`config.mk`:
```
export PLATFORM = sky130hd
export DESIGN_NAME = spi_time_transmitter
export DESIGN_NICKNAME = d
export VERILOG_FILES = /design/src/rtl/rtc_spi_pkg.sv /design/src/rtl/spi_time_transmitter.sv
export SDC_FILE = /design/constraint.sdc
export NUM_CORES = 1
export LEC_CHECK = 0
export ABC_AREA = 1
export CAP_MARGIN = 15
export CORE_MARGIN = 4
export CORE_UTILIZATION = 45
export CTS_CLUSTER_SIZE = 16
export DETAILED_ROUTE_END_ITERATION = 10
export HOLD_SLACK_MARGIN = 0.05
export PLACE_DENSITY = 0.67
export SLEW_MARGIN = 20
export SYNTH_ARGS = -nofsm -noshare
export SYNTH_HDL_FRONTEND = slang
export SYNTH_SLANG_ARGS = --single-unit
```
`constraint.sdc`:
```
create_clock -name clk -period 3.9 [get_ports clk]
set_clock_uncertainty 0.2 [all_clocks]
set_input_delay 0.78 -clock clk [delete_from_list [all_inputs] [get_ports clk]]
set_output_delay 0.78 -clock clk [all_outputs]
set_load 0.02 [all_outputs]
```
`src/rtl/rtc_spi_pkg.sv`:
```
// Shared definitions for the RTC time-word SPI link.
// Holds the 32-bit frame field layout, the packing helper and the transmitter state type.
// Both the transmitter and the VGA-side receiver import this package so the layout is defined
// in exactly one place.
package rtc_spi_pkg;

  localparam int unsigned FRAME_W    = 32;

  localparam int unsigned HEADER_BIT = 31;
  localparam int unsigned YEAR_LSB   = 26;
  localparam int unsigned YEAR_W     = 5;
  localparam int unsigned MONTH_LSB  = 22;
  localparam int unsigned MONTH_W    = 4;
  localparam int unsigned DAY_LSB    = 17;
  localparam int unsigned DAY_W      = 5;
  localparam int unsigned HOUR_LSB   = 12;
  localparam int unsigned HOUR_W     = 5;
  localparam int unsigned MINUTE_LSB = 6;
  localparam int unsigned MINUTE_W   = 6;
  localparam int unsigned SECOND_LSB = 0;
  localparam int unsigned SECOND_W   = 6;

  typedef enum logic [2:0] {
    StIdle,
    StLow,
    StHigh,
    StClow,
    StChigh,
    StGap
  } spi_tx_state_t;

  // Field values are packed unchanged; no range checking is done here.
  function automatic logic [FRAME_W-1:0] pack_time(
    input logic                header,
    input logic [YEAR_W-1:0]   year,
    input logic [MONTH_W-1:0]  month,
    input logic [DAY_W-1:0]    day,
    input logic [HOUR_W-1:0]   hour,
    input logic [MINUTE_W-1:0] minute,
    input logic [SECOND_W-1:0] second
  );
    logic [FRAME_W-1:0] word;
    word                              = '0;
    word[HEADER_BIT]                  = header;
    word[YEAR_LSB   +: YEAR_W]        = year;
    word[MONTH_LSB  +: MONTH_W]       = month;
    word[DAY_LSB    +: DAY_W]         = day;
    word[HOUR_LSB   +: HOUR_W]        = hour;
    word[MINUTE_LSB +: MINUTE_W]      = minute;
    word[SECOND_LSB +: SECOND_W]      = second;
    return word;
  endfunction

endpackage

```
`src/rtl/spi_time_transmitter.sv`:
```
// SPI master that serialises a packed 32-bit time word, MSB first, to the VGA-side receiver.
// Each frame is 32 data pulses plus one commit pulse (sdi=0), followed by a long sclk-low gap
// that resets the receiver's bit counter. Reset also runs a full gap before the first accept.
//
// Ports:
//   clk, reset_n        40 MHz clock, asynchronous active-low reset
//   valid / ready       request handshake; accept on valid && ready at a rising clk edge
//   header..second      time fields, sampled only on the accept edge
//   busy                ~ready
//   sclk, sdi           registered SPI clock (idles low) and data
module spi_time_transmitter
  import rtc_spi_pkg::*;
#(
  parameter int unsigned HALF_PERIOD = 16,
  parameter int unsigned GAP_CYCLES  = 10000,
  parameter int unsigned FRAME_BITS  = 32
) (
  input  logic                clk,
  input  logic                reset_n,
  input  logic                valid,
  output logic                ready,
  input  logic                header,
  input  logic [YEAR_W-1:0]   year,
  input  logic [MONTH_W-1:0]  month,
  input  logic [DAY_W-1:0]    day,
  input  logic [HOUR_W-1:0]   hour,
  input  logic [MINUTE_W-1:0] minute,
  input  logic [SECOND_W-1:0] second,
  output logic                busy,
  output logic                sclk,
  output logic                sdi
);

  localparam int unsigned PhW  = (HALF_PERIOD > 1) ? $clog2(HALF_PERIOD) : 1;
  localparam int unsigned GapW = (GAP_CYCLES > 1) ? $clog2(GAP_CYCLES) : 1;
  localparam int unsigned BitW = $clog2(FRAME_BITS + 1);

  // The receiver resets its bit counter after 8000 idle cycles; a shorter gap never resyncs it.
  if (GAP_CYCLES <= 8000) begin : g_gap_check
    $error("GAP_CYCLES must exceed the receiver's 8000-cycle reset threshold");
  end

  spi_tx_state_t      state_q, state_d;
  logic [PhW-1:0]     phase_q, phase_d;
  logic [GapW-1:0]    gap_q, gap_d;
  logic [BitW-1:0]    bit_q, bit_d;
  logic [FRAME_W-1:0] shreg_q, shreg_d;
  logic               sclk_q, sclk_d;
  logic               sdi_q, sdi_d;
  logic               phase_last;

  assign phase_last = (phase_q == PhW'(HALF_PERIOD - 1));

  always_comb begin
    state_d = state_q;
    phase_d = phase_q;
    gap_d   = gap_q;
    bit_d   = bit_q;
    shreg_d = shreg_q;

    unique case (state_q)
      StIdle: begin
        if (valid) begin
          shreg_d = pack_time(header, year, month, day, hour, minute, second);
          bit_d   = '0;
          phase_d = '0;
          state_d = StLow;
        end
      end
      StLow: begin
        if (phase_last) begin
          phase_d = '0;
          state_d = StHigh;
        end else begin
          phase_d = phase_q + PhW'(1);
        end
      end
      StHigh: begin
        if (phase_last) begin
          phase_d = '0;
          shreg_d = {shreg_q[FRAME_W-2:0], 1'b0};
          bit_d   = bit_q + BitW'(1);
          state_d = (bit_d == BitW'(FRAME_BITS)) ? StClow : StLow;
        end else begin
          phase_d = phase_q + PhW'(1);
        end
      end
      StClow: begin
        if (phase_last) begin
          phase_d = '0;
          state_d = StChigh;
        end else begin
          phase_d = phase_q + PhW'(1);
        end
      end
      StChigh: begin
        if (phase_last) begin
          phase_d = '0;
          gap_d   = '0;
          state_d = StGap;
        end else begin
          phase_d = phase_q + PhW'(1);
        end
      end
      StGap: begin
        if (gap_q == GapW'(GAP_CYCLES - 1)) begin
          gap_d   = '0;
          state_d = StIdle;
        end else begin
          gap_d = gap_q + GapW'(1);
        end
      end
      default: begin
        gap_d   = '0;
        state_d = StGap;
      end
    endcase

    // Outputs are registered from the next state, so sdi only moves on the edge where sclk
    // falls or stays low; the shift on HIGH exit lands together with the falling edge.
    sclk_d = (state_d == StHigh) || (state_d == StChigh);
    sdi_d  = ((state_d == StLow) || (state_d == StHigh)) ? shreg_d[FRAME_W-1] : 1'b0;
  end

  always_ff @(posedge clk or negedge reset_n) begin
    if (!reset_n) begin
      state_q <= StGap;
      phase_q <= '0;
      gap_q   <= '0;
      bit_q   <= '0;
      shreg_q <= '0;
      sclk_q  <= 1'b0;
      sdi_q   <= 1'b0;
    end else begin
      state_q <= state_d;
      phase_q <= phase_d;
      gap_q   <= gap_d;
      bit_q   <= bit_d;
      shreg_q <= shreg_d;
      sclk_q  <= sclk_d;
      sdi_q   <= sdi_d;
    end
  end

  assign ready = (state_q == StIdle);
  assign busy  = ~ready;
  assign sclk  = sclk_q;
  assign sdi   = sdi_q;

endmodule
```
=== Word-level counts from Yosys, hierarchy flattened ===
Index checks and enable logic that the tools add are counted.

* Bitwise logic cells: 2
* Reductions and logical operators: 10
* Equality and inequality tests: 14
* Add/subtract/negate cells: 3
* Mux-type cells: 21

{| class="wikitable"
|+ Operators with widths
! cell !! count
|-
| 32-bit two-way mux || 2
|-
| 32-bit one-hot mux with 2 select lines || 1
|-
| 14-bit one-hot mux with 3 select lines || 1
|-
| 14-bit two-way mux || 2
|-
| 3-bit two-way mux || 6
|-
| 3-bit one-hot mux with 6 select lines || 1
|-
| 14-bit by 1-bit adder with 14-bit output, second input constant || 1
|-
| 14-bit == test, second input constant || 1
|-
| 6-bit two-way mux || 2
|-
| 6-bit one-hot mux with 2 select lines || 1
|-
| 3-bit by 2-bit == test with 1-bit output, second input constant || 3
|-
| 3-bit == test, second input constant || 3
|-
| 4-bit two-way mux || 2
|-
| 4-bit one-hot mux with 2 select lines || 1
|-
| 4-bit OR reduction || 2
|-
| 6-bit by 1-bit adder with 6-bit output, second input constant || 1
|-
| 3-bit by 1-bit == test with 1-bit output, second input constant || 2
|-
| 6-bit == test, second input constant || 1
|-
| 2-bit inequality test, second input constant || 3
|-
| 4-bit by 1-bit adder with 4-bit output, second input constant || 1
|-
| 4-bit == test, second input constant || 1
|-
| 2-bit AND reduction || 2
|-
| 2-bit nonzero test || 2
|-
| 3-bit logical NOT || 1
|-
| other kinds (5) || 7
|}

* Bits in registers: 61
* Input bits: 35
* Output and inout bits: 4
* Word-level logic and storage cells: 58

=== Logic depth before layout (Yosys ltp) ===
* Depth in word-level cells: 8
* Mapped depth: 11
* Depth with buffers taken out: 11

=== Worst setup path before layout ===
No wires, ideal clock.

* Path kind: reg2out
* Start: register state_q[2]
* End: output busy
* Slack: 1967 ps
* Path buffers: 0
* Required time: 2920 ps
* Cell stages (with the launch flop): 5
* Data arrival time: 953 ps
* Path through: dfstp_2 inv_2 nand2_4 nor2_4 inv_1

* Longest elaborated chain between the ends: 2

{| class="wikitable"
|+ Ends and longest elaborated chain
! what !! line !! source
|-
| from (decl) || spi_time_transmitter.sv:43 || <nowiki>spi_tx_state_t state_q, state_d;</nowiki>
|-
| from (signal assigned) || spi_time_transmitter.sv:127 || <nowiki>state_q <= StGap;</nowiki>
|-
| from (signal assigned) || spi_time_transmitter.sv:135 || <nowiki>state_q <= state_d;</nowiki>
|-
| 3-bit logical NOT || spi_time_transmitter.sv:145 || <nowiki>assign ready = (state_q == StIdle);</nowiki>
|-
| named net ready || spi_time_transmitter.sv:21 || <nowiki>output logic ready,</nowiki>
|-
| 1-bit inverter || spi_time_transmitter.sv:146 || <nowiki>assign busy = ~ready;</nowiki>
|-
| to (decl) || spi_time_transmitter.sv:29 || <nowiki>output logic busy,</nowiki>
|}

The timed path passes the listed nets, and every way through them passes these cells.

=== Final worst setup path ===
* Start: register state_q[0]
* End: output busy

* Longest elaborated chain between the ends: 2

{| class="wikitable"
|+ Ends and longest elaborated chain
! what !! line
|-
| 3-bit logical NOT || spi_time_transmitter.sv:145
|-
| 1-bit inverter || spi_time_transmitter.sv:146
|}

Every way passes these cells.

==> results.toml <==
[run_status]
outcome = "finished, final reports clean"

[floorplan]
chip_width_um = 91.8
core_region_area_um2 = 6790
die_height_um = 91.8
floorplan.initialDensity_pct = 46.5
boundaryPins = 39
floorplan.rows = 30
die_area_um2 = 8430

[drt]
vias_per_cell = 5.08
wl_per_cell_um = 13.0
detailed_route_via_count = 2630
finalWirelength_mm = 6.73
drc_errors = 0
detailedRoute.firstIterationViolations = 129
drtPass1Iterations = 4
number_of_nets_with_antenna_violations_after_routing = 0

[setup_path]
crit_fanout = 4
critPathMostFrequentCell = "sky130_fd_sc_hd__inv_1"
cp.buffers_inverters = 3
slowest_delay_ns = 0.59
end_kind = "output pin"
regToRegStartpoint = "state_q[0]"
critPathTopFamily = "buffers and inverters"
critPathKind = "flop to output pin"
crit_chain = "inv_1 -> nand2_4 -> nor2_4 -> inv_1 -> clkdlybuf4s50_1"
cp-startpoint = "state_q[0]"
critPathArrivalTime_ns = 1.82
critical_path_required_ns = 2.92
critPathLaunchType = "flop"
crit_slowest_cell = "sky130_fd_sc_hd__clkdlybuf4s50_1"

[placed_design]
port_buffers = 38
detailed_place_hpwl_mm = 4.78
gp_congestion = 0.864
numPlacedInstances = 504

[logic_synthesis]
synthDominantAreaCellType = "sky130_fd_sc_hd__dfrtp_1"
netlist_area_um2 = 3160
syn_inst = 379
async_reset_ff_share_pct = 100
synth.cells.most_frequent = "sky130_fd_sc_hd__nand2_1, sky130_fd_sc_hd__nand3_1, sky130_fd_sc_hd__dfrtp_1"
fraction_of_synthesized_cell_area_taken_by_the_top_area_cell_type_pct = 46.7
synth_edf_count = 0
synthMostInstantiatedCell = "sky130_fd_sc_hd__nand2_1"
ys_seq_elements = 61
seq_area_frac_synth_pct = 48.4
post_synth_main_area_contributors = "sky130_fd_sc_hd__dfrtp_1, sky130_fd_sc_hd__nand2_1, sky130_fd_sc_hd__nand3_1"
synth_fp_nets = 418
synth_cell_type_count = 37
synth_warnings = 0
postSynth.topFlopCell = "sky130_fd_sc_hd__dfrtp_1"
synth.avg_cell_area_um2 = 8.34

[cts]
cts_buffers = 9
clock_path_buffers = 2
cts.sink_count = 61
clk_root_buffer_cell = "sky130_fd_sc_hd__clkbuf_8"
cts_tree = "built"
cts_repair_resize_count = 0
clk_latency_ns = 0.34
quantity_of_hold_fixing_buffers_added_after_cts = 0
post_cts.repair.setup_buffers = 0
clkTransAtPathRegs_ns = 0.07
htree_levels = 3

[timing]
drv_slew = 0
report.final.setup_viol = 0
worst_slew_margin_rel_pct = 51.9
fin_crit_ns = 2.80
hold_slack_ns = 0.126
final_cycle_share_pct = 71.7
timing.setup.tns_ns = 0
timing_hold_violations_final = 0
worst-slew-pin-transition_ns = 0.720
grt_setup_unrepaired = "false"
achievable-frequency_mhz = 357

[pwr]
total_switching_power_uw = 252
p_int_uw = 1000
power_density_nw_per_um2 = 331
combinationalPowerShare_pct = 3.9
power.share.switching_pct = 20.1
worst_ir_drop_vdd_mv = 0.136
power.share.sequential_pct = 50.4
clkPwrFrac_pct = 45.8
cellLeakagePower_uw = 0.00174

[layout]
sequential_cell_area_um2 = 1530
stdcell_count = 518
multi_input_gate_area_um2 = 1400
layout-drive-gt1-share_pct = 10.9
filler_cell_count = 611
final_util_pct = 55.9
antennaDiodeCount = 0
layout-area-overhead-vs-synth_pct = 20.1
fin_nets = 458

[job]
drv.max_cap_violation_count = 0

[worst_hold_path]
path_category_of_the_worst_min_delay_check = "input port to async pin"

[grt]
antenna_found_initial = 0
grt_max_degree = 33
grt_pass1_vias = 2651
global_route_total_overflow = 0
grt_first_pass_wirelength_mm = 11.7
globalRouteTotalUtil_pct = 17.1
==> cells in the final DEF, fill, tap and decap left out, types with 2 or more instances in the layout <==
| cell | instances |
|---|---|
| sky130_fd_sc_hd__nor2_1 | 20 |
| sky130_fd_sc_hd__nor3_1 | 3 |
| sky130_fd_sc_hd__o21ai_1 | 2 |
| sky130_fd_sc_hd__nand4_1 | 2 |
| sky130_fd_sc_hd__inv_2 | 5 |
| sky130_fd_sc_hd__nor2_4 | 3 |
| sky130_fd_sc_hd__buf_4 | 3 |
| sky130_fd_sc_hd__o21bai_1 | 2 |
| sky130_fd_sc_hd__a21oi_1 | 11 |
| sky130_fd_sc_hd__nor2_2 | 2 |
| sky130_fd_sc_hd__nand2_4 | 5 |
| sky130_fd_sc_hd__nand3_1 | 68 |
| sky130_fd_sc_hd__ha_1 | 4 |
| sky130_fd_sc_hd__clkbuf_8 | 12 |
| sky130_fd_sc_hd__nor3_2 | 2 |
| sky130_fd_sc_hd__o22ai_1 | 4 |
| sky130_fd_sc_hd__clkdlybuf4s50_1 | 37 |
| sky130_fd_sc_hd__nand2_1 | 104 |
| sky130_fd_sc_hd__inv_1 | 31 |
| sky130_fd_sc_hd__dfstp_2 | 2 |
| sky130_fd_sc_hd__dfrtp_1 | 59 |
| sky130_fd_sc_hd__nand3_2 | 3 |
| sky130_fd_sc_hd__xor2_1 | 7 |
| sky130_fd_sc_hd__o211ai_1 | 6 |
| sky130_fd_sc_hd__a211oi_2 | 2 |
| sky130_fd_sc_hd__o21ai_0 | 9 |
==> worst register-to-register path: cells and delay by family, from the launching register on <==
kind / cells / cell delay, ns
buffers and inverters: 3 / 0.44
and+or+nand+nor: 4 / 1.05
DFF: 1 / 0.38
AOI/OAI and AO/OA: 1 / 0.27
==> state kept, by name (all words and copies together) (netlist names) <==
signal   flops
bit_q        6
gap_q       14
phase_q      4
sclk         1
sdi          1
shreg_q     32
state_q      3
==> metrics by stage <==
step	worst slack, ns	instance area (um2)	power, uW
final	1.10	3800	1260
after CTS	1.09	3800	1270
after global placement	1.48	3600	694
after floorplan	1.97	3160	645
after detailed placement	1.43	3600	694
after global routing	1.03	3800	1300
==> layer usage <==
layer / share of wire (%) / track usage (%)
met1: 47 / 22.2
met2: 48 / 27.9
met3: 3.7 / 3.04
met4: 1.1 / 7.67
met5: 0 / 0
==> cell type report <==
cell class | instances | share of cell area [%]
well taps | 96 | 3.16
clock inverters | 1 | 0.791
flip-flops and latches | 61 | 40.3
repair buffers | 41 | 10.5
inverters | 39 | 4.05
clock buffers | 13 | 4.45
multi-input cells | 267 | 36.8
==> cells by family (layout without fill, tap and decap cells) <==
group / Yosys count / count (layout) / share of synthesized area, %
adders and majority gates: 4 / 4 / 1.58
xor gates and xnor gates: 7 / 7 / 1.94
AOI/OAI and AO/OA: 40 / 40 / 8.27
DFF: 61 / 61 / 48.4
and+or+nand+nor: 216 / 216 / 32.4
buffers and inverters: 51 / 94 / 7.44
==> power groups by stage <==
stage / Combinational (uW) / Sequential [uW] / Clock, uW
6_report: 48.5 / 633 / 575
5_1_grt: 53.1 / 632 / 618
4_1_cts: 50.0 / 633 / 585
3_5_place_dp: 49.9 / 644 / 0
3_3_place_gp: 49.6 / 644 / 0
2_1_floorplan: 0.00125 / 645 / 0
==> final timing paths <==
| check | to | depth (start not counted) | slack, ns |
|---|---|---|---|
| setup / recovery | busy | 5 | 1.10 |
| hold / removal | phase_q[2] | 1 | 0.13 |
| setup reg to reg | shreg_q[31] | 8 | 1.44 |
| hold reg to reg | shreg_q[31] | 2 | 0.28 |
| max in group asynchronous | state_q[2] | 2 | 2.68 |
| min in group clk | shreg_q[31] | 2 | 0.28 |
Note: power is estimated with default switching activity, not from simulation.
